## src/rtl/nic_host_ctrl.sv

```systemverilog
`default_nettype none
// nic_host_ctrl: shares the NIC CPU port between round-robin TX requesters and an RX
// status poller that drains received packets into a one-deep valid/ready register.
module nic_host_ctrl #(
  parameter int PACKET_WIDTH = 64,
  parameter int NUM_REQ      = 4
) (
  input  logic                            clk,
  input  logic                            reset,
  input  logic [NUM_REQ-1:0]              req_valid,
  input  logic [NUM_REQ*PACKET_WIDTH-1:0] req_data,
  output logic [NUM_REQ-1:0]              req_ack,
  output logic                            rx_valid,
  output logic [PACKET_WIDTH-1:0]         rx_data,
  input  logic                            rx_ready,
  output logic [1:0]                      nic_addr,
  output logic                            nic_en,
  output logic                            nic_wr,
  output logic [PACKET_WIDTH-1:0]         nic_d_in,
  input  logic [PACKET_WIDTH-1:0]         nic_d_out
);

  localparam int GW = (NUM_REQ > 1) ? $clog2(NUM_REQ) : 1;

  typedef enum logic [3:0] {
    S_IDLE      = 4'd0,
    S_RX_STAT   = 4'd1,
    S_RX_STAT_W = 4'd2,
    S_RX_READ   = 4'd3,
    S_RX_CAP    = 4'd4,
    S_TX_STAT   = 4'd5,
    S_TX_STAT_W = 4'd6,
    S_TX_WRITE  = 4'd7,
    S_TX_HOLD   = 4'd8
  } state_t;

  state_t                  state, state_nxt;
  logic                    turn_tx;
  logic [GW-1:0]           last_grant;
  logic [GW-1:0]           grant;
  logic [GW-1:0]           rr_grant;
  logic [GW-1:0]           cand;
  logic                    rr_found;
  logic [PACKET_WIDTH-1:0] tx_data;
  logic                    ack;

  assign nic_d_in = tx_data;
  assign req_ack  = ack ? (NUM_REQ'(1) << grant) : '0;

  // First valid requester after last_grant, wrapping; falls back to last_grant if none.
  always_comb begin
    rr_grant = last_grant;
    rr_found = 1'b0;
    cand     = '0;
    for (int k = 1; k <= NUM_REQ; k++) begin
      cand = GW'((int'(last_grant) + k) % NUM_REQ);
      if (!rr_found && req_valid[cand]) begin
        rr_grant = cand;
        rr_found = 1'b1;
      end
    end
  end

  always_ff @(posedge clk or negedge reset) begin
    if (!reset) state <= S_IDLE;
    else        state <= state_nxt;
  end

  always_comb begin
    state_nxt = state;
    nic_en    = 1'b0;
    nic_wr    = 1'b0;
    nic_addr  = 2'b00;
    ack       = 1'b0;
    case (state)
      S_IDLE: begin
        if (!rx_valid && (!(|req_valid) || !turn_tx)) state_nxt = S_RX_STAT;
        else if (|req_valid)                          state_nxt = S_TX_STAT;
      end
      S_RX_STAT: begin
        nic_en    = 1'b1;
        nic_addr  = 2'b01;
        state_nxt = S_RX_STAT_W;
      end
      S_RX_STAT_W: state_nxt = nic_d_out[0] ? S_RX_READ : S_IDLE;
      S_RX_READ: begin
        nic_en    = 1'b1;
        nic_addr  = 2'b00;
        state_nxt = S_RX_CAP;
      end
      S_RX_CAP: state_nxt = S_IDLE;
      S_TX_STAT: begin
        nic_en    = 1'b1;
        nic_addr  = 2'b11;
        state_nxt = S_TX_STAT_W;
      end
      S_TX_STAT_W: begin
        state_nxt = S_IDLE;
        // A zero packet looks empty to the NIC, so it is acked without being written.
        if (req_valid[grant]) begin
          if (tx_data == '0)      ack       = 1'b1;
          else if (!nic_d_out[0]) state_nxt = S_TX_WRITE;
        end
      end
      S_TX_WRITE: begin
        nic_en    = 1'b1;
        nic_wr    = 1'b1;
        nic_addr  = 2'b10;
        ack       = 1'b1;
        state_nxt = S_TX_HOLD;
      end
      S_TX_HOLD: state_nxt = S_IDLE;
      default:   state_nxt = S_IDLE;
    endcase
  end

  always_ff @(posedge clk or negedge reset) begin
    if (!reset) begin
      turn_tx    <= 1'b0;
      last_grant <= GW'(NUM_REQ - 1);
      grant      <= '0;
      tx_data    <= '0;
      rx_data    <= '0;
      rx_valid   <= 1'b0;
    end else begin
      if (rx_valid && rx_ready) rx_valid <= 1'b0;
      case (state)
        S_RX_STAT: turn_tx <= 1'b1;
        S_RX_CAP: begin
          rx_data  <= nic_d_out;
          rx_valid <= 1'b1;
        end
        S_TX_STAT: begin
          grant   <= rr_grant;
          tx_data <= req_data[int'(rr_grant)*PACKET_WIDTH +: PACKET_WIDTH];
          turn_tx <= 1'b0;
        end
        default: ;
      endcase
      if (ack) last_grant <= grant;
    end
  end

endmodule
`default_nettype wire

```

## config.mk

```make
export PLATFORM = sky130hd
export DESIGN_NAME = nic_host_ctrl
export DESIGN_NICKNAME = d
export VERILOG_FILES = /design/src/rtl/nic_host_ctrl.sv
export SDC_FILE = /design/constraint.sdc
export NUM_CORES = 1
export LEC_CHECK = 0
export ABC_AREA = 1
export CAP_MARGIN = 10
export CORE_AREA = 2 2 178 180
export CTS_CLUSTER_DIAMETER = 100
export DETAILED_ROUTE_END_ITERATION = 7
export DIE_AREA = 0 0 180 182
export HOLD_SLACK_MARGIN = 0.03
export PLACE_DENSITY = 0.57
export SYNTH_ARGS = -nofsm -noshare
export SYNTH_HDL_FRONTEND = slang
export SYNTH_SLANG_ARGS = --single-unit
export TNS_END_PERCENT = 30
```

## constraint.sdc

```tcl
create_clock -name clk -period 2.1 [get_ports clk]
set_clock_uncertainty 0.05 [all_clocks]
set_input_delay 0.42 -clock clk [delete_from_list [all_inputs] [get_ports clk]]
set_output_delay 0.42 -clock clk [all_outputs]
set_load 0.005 [all_outputs]
```

==> results by stage <==
Timing:
- Static timing analysis puts the maximum clock frequency at 0.3766 GHz.
- Setup repair after global routing could not meet its margin everywhere.
- The number of pins exceeding their max-slew limit in the final report came to 0.
- The max-slew headroom at the worst pin is 70.51%.
- Setup violations remaining at the end of the flow were counted as 68.
- The number of hold violations in the final report is 0.
- The post-layout worst setup margin is -0.5550 ns.
- The worst path in the final design needs a cycle of 2.655 ns, including I/O delays and setup.
- At the pin with the least slew margin, the transition time is 0.4423 ns.
- The share of the cycle needed by the critical path after routing is 126.4%.

Floorplan:
- After floorplanning, the core was sized to cover 0.03099 mm².
- The initial standard-cell utilization of the core is 25.60%.
- Pin placement for this block handled 464 I/O pins.
- The site row count is 65.
- In this run the horizontal extent of the chip is 180 µm.
- The total die area is 0.03276 mm².
- In this run the vertical extent of the chip is 182 µm.

Synth:
- By area the synthesized netlist is led by sky130_fd_sc_hd__dfrtp_1 43%, sky130_fd_sc_hd__nand3_1 25%, sky130_fd_sc_hd__nand2_1 12%.
- The count of different cell masters after synthesis is 26.
- After synthesis the netlist holds a flip-flop and latch count of 138.
- The post-synthesis net count is 1,342.
- The netlist area before placement is 0.007931 mm².
- The mean post-synth cell area is 7.814 µm².
- The synthesis warning total is 0.
- Of the post-synthesis cell area, the dominant cell type holds 42.91%.
- The number of instances in the synthesized netlist is 1,015.
- After synthesis, flip-flops and latches occupy 43.57% of the total area.
- The cell taking the most area after synthesis is sky130_fd_sc_hd__dfrtp_1.

Clocking:
- The TritonCTS clock tree is yes.
- The clock passes through at most 2 buffers.
- After clock tree synthesis, the clock-pin slew on the worst setup and hold paths is 0.07 ns.
- For this design, the sink count on the clock tree is 138.
- Buffers inserted during clock tree synthesis total 17.
- Clock tree synthesis selected as its root buffer the cell sky130_fd_sc_hd__clkbuf_16.
- Clock latency on the worst-skew pair, taken at its later pin, is 0.43 ns.
- The H-tree depth reported by CTS is 4.

Cells and area:
- With fillers left out, the area of the finished cells amounts to 0.01636 mm².
- The final core utilization is 52.81%.
- The combined area of the multi-input logic cells is 0.004949 mm².
- The share of cells above drive strength 1 is 28.55%.
- The area growth from synthesis to layout is 106.3%.
- The net count of the finished layout is 1,932.
- The sequential cell area in the final layout is 0.003456 mm².
- The filler cell count is 2,888.

Routing:
- The aggregate routed wire length is 41,790 µm.
- Across all layers, the routed design uses 10,020 vias.
- The violation count after the first detailed-routing iteration is 589.
- The average detailed-routed wire length per instance is 20.67 µm.
- After detailed routing, the number of remaining DRC violations is 0.
- The first detailed-routing pass ran for 5 iterations.
- The remaining antenna violation count is 0.
- Using the TritonRoute via totals, the vias-per-cell ratio works out to 4.954.

GRT:
- Summed over all layers, the global routing overflow is 0.
- The number of antenna violations at the first check in global routing is 4.
- The via count of the first global-routing pass is 10,330.
- For this run, the total global-route usage over all layers was measured as 24.72%.
- Entering global routing, the biggest net connects 67 pins.
- The first global-routing pass estimated 61,820 µm of wire.

Setup path:
- Traced cell by cell, the critical path runs through nor4_4, buf_4, nand3b_1, nor2_2, nand3_2, nand2_2, nand2_2, nor2_1, buf_2.
- Counting buffers and inverters, the worst setup path is 9 cells deep.
- On the critical path, the stage with the largest delay is an instance of sky130_fd_sc_hd__dfrtp_1.
- Among the stages of the critical path, the cell type that occurs most often is sky130_fd_sc_hd__nand2_2.
- Along the worst path, the maximum fanout reaches 4.
- The kind of end point of the critical path is a primary output.
- The arrival time reported for the critical path endpoint is 2.19 ns.
- The worst setup path is launched from a flip-flop.
- For the worst setup path, the data required time is 1.63 ns.
- The number of buffer and inverter stages on the critical path is 2.
- The biggest cell delay along the critical path is 0.42 ns.
- The kind of cell adding the most delay to the critical path is simple AND/OR/NAND/NOR gates.
- The kind of critical path is flip-flop to primary output.
- The number of cells on the worst reg-to-reg path is 15.

Placement:
- The number of buffers added on ports is 463.
- After legalization and detailed placement, the total HPWL measured 27,200 µm.
- Routability-driven placement finished with a final weighted congestion of 0.8248.
- The total placed instance area is 0.01388 mm².

Outcome:
- The flow ran to the end, but the final reports show violations.
- The final reports fail on setup timing.

Worst hold path:
- The worst min-delay path category is input pin to async pin.

Power:
- The maximum vdd drop is 0.001272 V.
- In this run the power density over the cells is 1911 mW/mm².
- The leakage power figure is 7.156 nW.

Job:
- The number of violations of the max-capacitance limit is 0.
==> flip-flops by register name (all words and copies together), names as in the netlist <==
| register | flops |
|---|---|
| grant | 2 |
| rx_valid | 1 |
| last_grant | 2 |
| rx_data | 64 |
| state | 4 |
| turn_tx | 1 |
| nic_d_in | 64 |
==> timing repair <==
item                                   in CTS  in global routing
gates resized for setup                   179                106
endpoints found under the hold margin      31                  0
cloned                                     19                  3
hold buffers                                1                  0
setup buffers                              34                  9
pin swaps                                  65                 61
setup endpoints to repair                  73                 71
==> cells in the final DEF, fill, tap and decap left out, types with 5 or more instances in the layout <==
master / instances
sky130_fd_sc_hd__nand2_2: 27
sky130_fd_sc_hd__nand3_1: 288
sky130_fd_sc_hd__inv_1: 10
sky130_fd_sc_hd__nand3_4: 16
sky130_fd_sc_hd__inv_6: 7
sky130_fd_sc_hd__buf_6: 26
sky130_fd_sc_hd__buf_4: 119
sky130_fd_sc_hd__nor4_1: 7
sky130_fd_sc_hd__dfrtp_1: 136
sky130_fd_sc_hd__nand2_1: 205
sky130_fd_sc_hd__mux2_2: 63
sky130_fd_sc_hd__nor3_1: 5
sky130_fd_sc_hd__clkdlybuf4s50_1: 454
sky130_fd_sc_hd__buf_8: 5
sky130_fd_sc_hd__nand2_4: 15
sky130_fd_sc_hd__nand3_2: 92
sky130_fd_sc_hd__buf_16: 14
sky130_fd_sc_hd__clkbuf_16: 20
sky130_fd_sc_hd__buf_12: 23
sky130_fd_sc_hd__nor2_1: 28
==> synthesized netlist by cell type <==
library cell               number
sky130_fd_sc_hd__nand3_1      396
sky130_fd_sc_hd__nand2_1      245
sky130_fd_sc_hd__dfrtp_1      136
sky130_fd_sc_hd__mux2_2        63
sky130_fd_sc_hd__buf_2         44
sky130_fd_sc_hd__nor2_1        35
sky130_fd_sc_hd__clkbuf_1      23
sky130_fd_sc_hd__buf_4         13
sky130_fd_sc_hd__inv_1         12
sky130_fd_sc_hd__nor4_1         9
sky130_fd_sc_hd__a21oi_1        5
sky130_fd_sc_hd__nor3_1         5
sky130_fd_sc_hd__nand2_2        4
sky130_fd_sc_hd__nand3b_1       4
sky130_fd_sc_hd__nand4_1        4
sky130_fd_sc_hd__inv_2          3
sky130_fd_sc_hd__o21ai_0        3
sky130_fd_sc_hd__a31oi_1        2
sky130_fd_sc_hd__dfstp_2        2
sky130_fd_sc_hd__a21oi_4        1
sky130_fd_sc_hd__a22oi_1        1
sky130_fd_sc_hd__buf_1          1
sky130_fd_sc_hd__nor3_2         1
sky130_fd_sc_hd__o211ai_1       1
sky130_fd_sc_hd__o21a_1         1
sky130_fd_sc_hd__or2_2          1
==> worst reg2reg max path: stages (launching register included) <==
cell                        delay [ns]
sky130_fd_sc_hd__dfstp_2          0.60
sky130_fd_sc_hd__clkinv_4         0.12
sky130_fd_sc_hd__nand2_4          0.10
sky130_fd_sc_hd__nand2_4          0.07
sky130_fd_sc_hd__nand2_4          0.09
sky130_fd_sc_hd__nand2_4          0.08
sky130_fd_sc_hd__buf_6            0.12
sky130_fd_sc_hd__nor3_4           0.16
sky130_fd_sc_hd__buf_6            0.13
sky130_fd_sc_hd__a21oi_4          0.03
sky130_fd_sc_hd__buf_12           0.14
sky130_fd_sc_hd__buf_8            0.14
sky130_fd_sc_hd__clkbuf_16        0.16
sky130_fd_sc_hd__nand3_1          0.08
sky130_fd_sc_hd__nand3_1          0.09
sky130_fd_sc_hd__nand2_1          0.07
==> worst paths after layout <==
kind                                from            to  slack [ns]
max                         nic_d_in[57]    req_ack[3]       -0.56
min                                reset   rx_data[47]        0.39
max reg2reg                last_grant[0]  nic_d_in[15]       -0.20
min reg2reg                      turn_tx       turn_tx        0.44
max in group asynchronous          reset  nic_d_in[45]        0.95
min in group clk                 turn_tx       turn_tx        0.44
==> cell families after synthesis <==
family | Yosys count | synth area share [%]
simple gates | 704 | 40.48
flops | 138 | 43.57
buf+inv | 96 | 5.852
mux | 63 | 8.945
compound gates | 14 | 1.152
==> through the flow <==
step	hold slack, ns	TNS, ns	std cells	total power [W]	setup slack (ns)
after floorplan	0.07441	0	1015	0.01310	0.1082
after global placement	0.2898	-33.08	1933	0.02095	-0.7720
after detailed placement	0.2872	-36.54	1933	0.02111	-0.7520
after CTS	0.3986	-9.663	2019	0.03025	-0.6540
after global routing	0.4078	-18.11	2022	0.03324	-0.7523
final	0.3935	-10.05	2022	0.03126	-0.5550
==> layer usage <==
| metal | GRT usage, % | share of wire (%) | up-vias |
|---|---|---|---|
| met5 | 0 | 0.065 | - |
| met4 | 7.675 | 2.8 | 4 |
| met3 | 7.521 | 8.9 | 81 |
| met2 | 41.79 | 49 | 480 |
| met1 | 30.19 | 40 | 4753 |
| li1 | - | - | 4698 |
==> report_power, final <==
part / switching (W) / internal, W / total [W] / leakage [nW]
Sequential: 0.000771 / 0.00404 / 0.00481 / 1.64
Clock: 0.00141 / 0.00170 / 0.00311 / 0.287
Combinational: 0.0118 / 0.0116 / 0.0233 / 5.22
==> cell type report <==
class | instances | area share, %
Inverter | 15 | 0.4206
Tap cell | 402 | 3.074
Sequential cell | 138 | 21.12
Antenna cell | 2 | 0.03059
Timing Repair Buffer | 652 | 41.46
Multi-Input combinational cell | 781 | 30.24
Clock inverter | 15 | 1.055
Clock buffer | 17 | 2.600
Note: power is estimated with default switching activity, not from simulation.
